===== src/rtl/clock_divider_pkg.sv =====
// Shared types and constants for the clock divider sequencer.
package clock_divider_pkg;

  // Sequencer states: gate, wait for a quiet output, load, settle, re-enable.
  typedef enum logic [2:0] {
    CDS_IDLE   = 3'd0,
    CDS_DRAIN  = 3'd1,
    CDS_LOAD   = 3'd2,
    CDS_SETTLE = 3'd3,
    CDS_ENABLE = 3'd4,
    CDS_DONE   = 3'd5
  } cds_state_t;

  // Consecutive low samples of gclk needed before the ratio may change.
  localparam int DRAIN_LOW_RUN = 2;

  // Ratio field width able to hold max_ratio.
  function automatic int calc_div_w(input int max_ratio);
    return $clog2(max_ratio + 1);
  endfunction

  // Cycles allowed for the first sampled gclk rise after re-enable
  // (covers one full slowest period plus the sampler latency).
  function automatic int enable_timeout(input int max_ratio);
    return 2 * max_ratio + 2;
  endfunction

endpackage


===== src/rtl/clock_divider_seq_gclk_edge_detect.sv =====
// Samples the divider output as data through two flops and flags rising edges.
module gclk_edge_detect (
  input  logic clk,
  input  logic rst,
  input  logic gclk,
  output logic gclk_s,
  output logic gclk_rise
);

  logic meta_q, meta_d;
  logic sync_q, sync_d;
  logic prev_q, prev_d;

  // Next values of the sampler pipeline and the previous-sample register.
  always_comb begin
    meta_d = gclk;
    sync_d = meta_q;
    prev_d = sync_q;
  end

  // Sampler flops, cleared by reset so a stale high cannot fake an edge.
  always_ff @(posedge clk) begin
    if (rst) begin
      meta_q <= 1'b0;
      sync_q <= 1'b0;
      prev_q <= 1'b0;
    end else begin
      meta_q <= meta_d;
      sync_q <= sync_d;
      prev_q <= prev_d;
    end
  end

  assign gclk_s    = sync_q;
  assign gclk_rise = sync_q & ~prev_q;

endmodule


===== src/rtl/clock_divider_seq.sv =====
// Owns div/dis of one clock_divider and applies ratio/disable requests
// glitch-safely: gate, wait for gclk low, load ratio, settle, re-enable.
module clock_divider_seq
  import clock_divider_pkg::*;
#(
  parameter int MIN_RATIO     = 1,
  parameter int MAX_RATIO     = 64,
  parameter int RESET_DIV     = 1,
  parameter int SETTLE_CYCLES = 4,
  parameter int DIV_W         = calc_div_w(MAX_RATIO)
) (
  input  logic             clk,
  input  logic             rst,
  input  logic             req_valid,
  output logic             req_ready,
  input  logic [DIV_W-1:0] req_div,
  input  logic             req_dis,
  output logic [DIV_W-1:0] div_o,
  output logic             dis_o,
  input  logic             gclk,
  output logic             busy,
  output logic             done,
  output logic             err
);

  localparam int EN_TIMEOUT    = enable_timeout(MAX_RATIO);
  localparam int DRAIN_TIMEOUT = 2 * MAX_RATIO;
  localparam int CNT_MAX       = (EN_TIMEOUT > SETTLE_CYCLES) ? EN_TIMEOUT : SETTLE_CYCLES;
  localparam int CNT_W         = $clog2(CNT_MAX + 1);

  localparam logic [CNT_W-1:0] DRAIN_LAST   = CNT_W'(DRAIN_TIMEOUT - 1);
  localparam logic [CNT_W-1:0] SETTLE_LAST  = CNT_W'(SETTLE_CYCLES - 1);
  localparam logic [CNT_W-1:0] ENABLE_LAST  = CNT_W'(EN_TIMEOUT - 1);
  localparam logic [1:0]       LOW_RUN_DONE = 2'(DRAIN_LOW_RUN);
  localparam logic [DIV_W-1:0] MIN_DIV      = DIV_W'(MIN_RATIO);
  localparam logic [DIV_W-1:0] MAX_DIV      = DIV_W'(MAX_RATIO);
  localparam logic [DIV_W-1:0] RST_DIV      = DIV_W'(RESET_DIV);

  cds_state_t       state_q, state_d;
  logic [CNT_W-1:0] cnt_q, cnt_d;
  logic [1:0]       low_run_q, low_run_d;
  logic [DIV_W-1:0] cap_div_q, cap_div_d;
  logic             cap_dis_q, cap_dis_d;
  logic [DIV_W-1:0] div_o_q, div_o_d;
  logic             dis_o_q, dis_o_d;
  logic             req_ready_q, req_ready_d;
  logic             busy_q, busy_d;
  logic             done_q, done_d;
  logic             err_q, err_d;

  logic gclk_s;
  logic gclk_rise;

  gclk_edge_detect u_edge (
    .clk       (clk),
    .rst       (rst),
    .gclk      (gclk),
    .gclk_s    (gclk_s),
    .gclk_rise (gclk_rise)
  );

  // Next-state, divider controls and status outputs; outputs are registered
  // from the next state so they line up with the state they describe.
  always_comb begin
    state_d   = state_q;
    cnt_d     = cnt_q + 1'b1;
    low_run_d = low_run_q;
    cap_div_d = cap_div_q;
    cap_dis_d = cap_dis_q;
    div_o_d   = div_o_q;
    dis_o_d   = dis_o_q;
    err_d     = 1'b0;

    unique case (state_q)
      CDS_IDLE: begin
        cnt_d     = '0;
        low_run_d = '0;
        if (req_valid && req_ready_q) begin
          cap_div_d = req_div;
          cap_dis_d = req_dis;
          if ((req_div < MIN_DIV) || (req_div > MAX_DIV)) begin
            state_d = CDS_DONE;
            err_d   = 1'b1;
          end else if ((req_div == div_o_q) && (req_dis == dis_o_q)) begin
            state_d = CDS_DONE;
          end else begin
            state_d = CDS_DRAIN;
            dis_o_d = 1'b1;
          end
        end
      end

      CDS_DRAIN: begin
        // The first DRAIN cycle is the one in which the gate takes effect,
        // so its sample says nothing about the gated output; skip it.
        if (cnt_q != '0) begin
          low_run_d = gclk_s ? 2'd0 : (low_run_q + 2'd1);
        end
        // A stuck-high gclk must not hang the sequence; load anyway.
        if ((low_run_d == LOW_RUN_DONE) || (cnt_q == DRAIN_LAST)) begin
          state_d = CDS_LOAD;
          cnt_d   = '0;
        end
      end

      CDS_LOAD: begin
        div_o_d = cap_div_q;
        state_d = CDS_SETTLE;
        cnt_d   = '0;
      end

      CDS_SETTLE: begin
        if (cnt_q == SETTLE_LAST) begin
          cnt_d = '0;
          if (cap_dis_q) begin
            state_d = CDS_DONE;
          end else begin
            state_d = CDS_ENABLE;
            dis_o_d = 1'b0;
          end
        end
      end

      CDS_ENABLE: begin
        // On timeout the divider stays enabled; only the error is reported.
        if (gclk_rise) begin
          state_d = CDS_DONE;
          cnt_d   = '0;
        end else if (cnt_q == ENABLE_LAST) begin
          state_d = CDS_DONE;
          cnt_d   = '0;
          err_d   = 1'b1;
        end
      end

      CDS_DONE: begin
        state_d = CDS_IDLE;
        cnt_d   = '0;
      end

      default: begin
        state_d = CDS_IDLE;
        cnt_d   = '0;
      end
    endcase

    req_ready_d = (state_d == CDS_IDLE);
    busy_d      = (state_d != CDS_IDLE);
    done_d      = (state_d == CDS_DONE);
  end

  // State and output registers; reset aborts any sequence without a done pulse.
  always_ff @(posedge clk) begin
    if (rst) begin
      state_q     <= CDS_IDLE;
      cnt_q       <= '0;
      low_run_q   <= '0;
      cap_div_q   <= RST_DIV;
      cap_dis_q   <= 1'b1;
      div_o_q     <= RST_DIV;
      dis_o_q     <= 1'b1;
      req_ready_q <= 1'b1;
      busy_q      <= 1'b0;
      done_q      <= 1'b0;
      err_q       <= 1'b0;
    end else begin
      state_q     <= state_d;
      cnt_q       <= cnt_d;
      low_run_q   <= low_run_d;
      cap_div_q   <= cap_div_d;
      cap_dis_q   <= cap_dis_d;
      div_o_q     <= div_o_d;
      dis_o_q     <= dis_o_d;
      req_ready_q <= req_ready_d;
      busy_q      <= busy_d;
      done_q      <= done_d;
      err_q       <= err_d;
    end
  end

  assign req_ready = req_ready_q;
  assign div_o     = div_o_q;
  assign dis_o     = dis_o_q;
  assign busy      = busy_q;
  assign done      = done_q;
  assign err       = err_q;

endmodule


===== config.mk =====
export PLATFORM = sky130hd
export DESIGN_NAME = clock_divider_seq
export DESIGN_NICKNAME = d
export VERILOG_FILES = /design/src/rtl/clock_divider_pkg.sv /design/src/rtl/clock_divider_seq_gclk_edge_detect.sv /design/src/rtl/clock_divider_seq.sv
export SDC_FILE = /design/constraint.sdc
export NUM_CORES = 1
export LEC_CHECK = 0
export BUFFER_PORTS_ARGS = -buffer_cell sky130_fd_sc_hd__buf_2
export CORE_UTILIZATION = 60
export CTS_CLUSTER_DIAMETER = 50
export DETAILED_ROUTE_END_ITERATION = 6
export PLACE_DENSITY = 0.83
export SETUP_SLACK_MARGIN = 0.3
export SYNTH_ARGS = -nofsm -noshare
export SYNTH_HDL_FRONTEND = slang
export SYNTH_HIERARCHICAL = 1
export SYNTH_SLANG_ARGS = --single-unit

===== constraint.sdc =====
create_clock -name clk -period 3.1 [get_ports clk]
set_input_delay 0.775 -clock clk [delete_from_list [all_inputs] [get_ports clk]]
set_output_delay 0.775 -clock clk [all_outputs]
set_load 0.05 [all_outputs]

==> metrics.txt <==
Reg-to-Reg End req_ready$_SDFF_PP1_; power per cell area 543 nW/um2; met3 track demand over resource 0.0535; total congestion overflow 0; Post-Syn Nets 204; Layout Nets 228; Final Max Slew Viols 0; Post CTS Setup Buffer Count 0; drt wl/cell 14.2 um; Clock Sink Count 36; YS warnings 6; DR iter-0 viols 54; Clock Tree Root clkbuf_4; Max-Slew Margin vs Limit 0.470; Inst Count DP 237; Worst EP arrival 2.28 ns; final worst slack 1.04 ns; Non-Filler Instances 245; TritonCTS buffer count 5; drt pass-1 iters 4; P&R area growth vs syn 10.1%; FF-to-FF path depth 5; I/O pin count 24; synth unique cells 50; Core Util, Final 0.699; Core Area 2780 um2; Reg-to-Reg Start cnt_q[5]$_SDFF_PP0_; Synth Register Bits 36; Critical Path RT 3.33 ns; Final Instance Area 1940 um2; TritonCTS clock tree built; status finished, final reports clean; Fin Setup TNS 0 ns; RePlAce Congestion 0.837; H-Tree Depth 2; first-pass GRT wire length 5.91 mm; FMAX 486 MHz; dpl hpwl 2.55 mm; hold_sp u_edge/meta_q$_SDFF_PP0_; post-synthesis cell count 189; P_leak 0.787 nW; Syn Std Cell Area 1760 um2; initial antenna violation count 0; Starting Density 0.634; Clock Skew 0.0149 ns; Crit Path Category in2reg; Worst R2R Setup Slack 1.12 ns; Via Count 1433; unrepaired setup endpoints after global routing false; n_diodes 0; worst-path fanout max 4; Fin. Hold Viols 0; total of max-cap violations 0; Longest Clk Path Bufs 2; Main synth FF type dfxtp_1; Residual DRC 0; vias in the first global route 1351; Hold Slack 0.463 ns; Post-CTS Resized 0; DRT Wirelength 3.49 mm; Die Y-Extent 56.2 um; largest net degree at the start of global routing 22; critical path capture point dis_o$_SDFFE_PP1P_; number of enable flip-flop cells after synthesis 0; die area 3160 um2; worst min path class reg2reg; VDD IR-drop max 640 uV; Clk Latency, worst-skew pair 0.35 ns; CP startpoint kind input pin; Area after DPL 1870 um2; Critical Path Sink Type register; final setup vio count 0; met2 Use GR 0.362; clock-pin slew on the worst setup and hold paths 0.11 ns; GR peak layer met2; GR Util All Layers 0.241; Rows 19; layout cell share with drive strength beyond 1 0.201; Detail Route Antenna Nets 0; Buffers on Ports 23; met1 Resource Use GR 0.323; Tightest Pin Transition 0.791 ns; pre-CTS setup slack 0.672 ns; fin crit share 0.663; Worst Setup SP req_div[0]; post-route minimum period 2.06 ns; die width 56.2 um; Vias/cell 5.85; Mapped Avg Cell Area 9.33 um2; ys async rst share 0; Hold-fix buffers, CTS 0; # fillers 226; Seq/Total Area, Yosys 0.409; Tot Pwr 1.06 mW
## synthesized netlist by cell type, types with 2 or more instances
cell type	instances	area (um2)
a21oi_1	5	25.0
and3_1	5	31.3
clkbuf_8	2	27.5
dfxtp_1	36	721
ha_1	3	37.5
inv_1	8	30.0
mux2i_1	13	130
nand2_1	12	45.0
nand3_1	5	25.0
nand4_1	6	37.5
nor2_1	28	105
nor2b_1	5	31.3
nor3_1	4	20.0
o21ai_0	4	20.0
o21ai_1	5	25.0
or4_4	2	22.5
xnor2_1	11	96.3
xor2_1	3	26.3
## cell usage in the layout (no fill, tap or decap), types with 2 or more instances in the layout
cell type and count:
o21ai_0 4, o21ai_1 5, inv_1 8, xnor2_1 11, nor2_1 28, dfxtp_1 36
ha_1 3, a21oi_1 5, nor2b_1 5, clkbuf_4 5, nand3_1 5, or4_4 2
and3_1 5, nor3_1 4, xor2_1 3, nand2_1 12, nand4_1 6, buf_2 23
mux2i_1 13
## per-layer routing
| layer | vias up | part of all wire |
|---|---|---|
| met1 | 674 | 0.47 |
| met5 | - | 0 |
| met3 | 8 | 0.045 |
| met4 | 0 | 0.018 |
| met2 | 40 | 0.46 |
| li1 | 711 | - |
## sequential cells by signal, summed over array words and instances (netlist names)
signal         count
state_q            3
cnt_q              8
u_edge/gclk_s      1
cap_dis_q          1
err                1
low_run_q          2
busy               1
u_edge/meta_q      1
req_ready          1
div_o              7
cap_div_q          7
dis_o              1
u_edge/prev_q      1
done               1
## cell type report
type / count / area, um2 / area share
clock buffers: 6 / 41.3 / 0.0212
repair buffers: 23 / 115 / 0.0592
inverters: 9 / 33.8 / 0.0174
multi-input cells: 138 / 958 / 0.493
clock inverters: 2 / 35.0 / 0.0180
well taps: 31 / 38.8 / 0.0200
flip-flops and latches: 36 / 721 / 0.371
## power by group
| part | internal (mW) | switching, mW | total, mW |
|---|---|---|---|
| registers | 0.495 | 0.0317 | 0.526 |
| clock network | 0.169 | 0.154 | 0.323 |
| logic | 0.0791 | 0.127 | 0.206 |
## cells by family (layout without fill, tap and decap cells)
group                    Yosys count  count (layout)  share of synthesized area
AO/OA/AOI/OAI                     28              28                      0.122
flip-flops                        36              36                      0.409
buffers and inverters             15              40                     0.0482
XOR/XNOR                          14              14                     0.0695
adder cells (fa/ha/maj)            3               3                     0.0213
AND/OR/NAND/NOR                   80              80                      0.257
multiplexers                      13              13                     0.0738
## worst min path at each step
stage / endpoint / slack (ns) / cells past startpoint
finish: u_edge/gclk_s$_SDFF_PP0_ / 0.46 / 1
global route: u_edge/gclk_s$_SDFF_PP0_ / 0.48 / 1
CTS: u_edge/gclk_s$_SDFF_PP0_ / 0.47 / 1
detailed placement: u_edge/gclk_s$_SDFF_PP0_ / 0.45 / 1
global placement: u_edge/gclk_s$_SDFF_PP0_ / 0.42 / 1
floorplan: u_edge/gclk_s$_SDFF_PP0_ / 0.41 / 1
## worst max-delay path, stage by stage
cell and delay (ns):
buf_2 0.13, or4_4 0.55, o31ai_4 0.21, o211ai_2 0.17, o311ai_1 0.28, o2111ai_1 0.16
(Power assumes the default switching activity.)
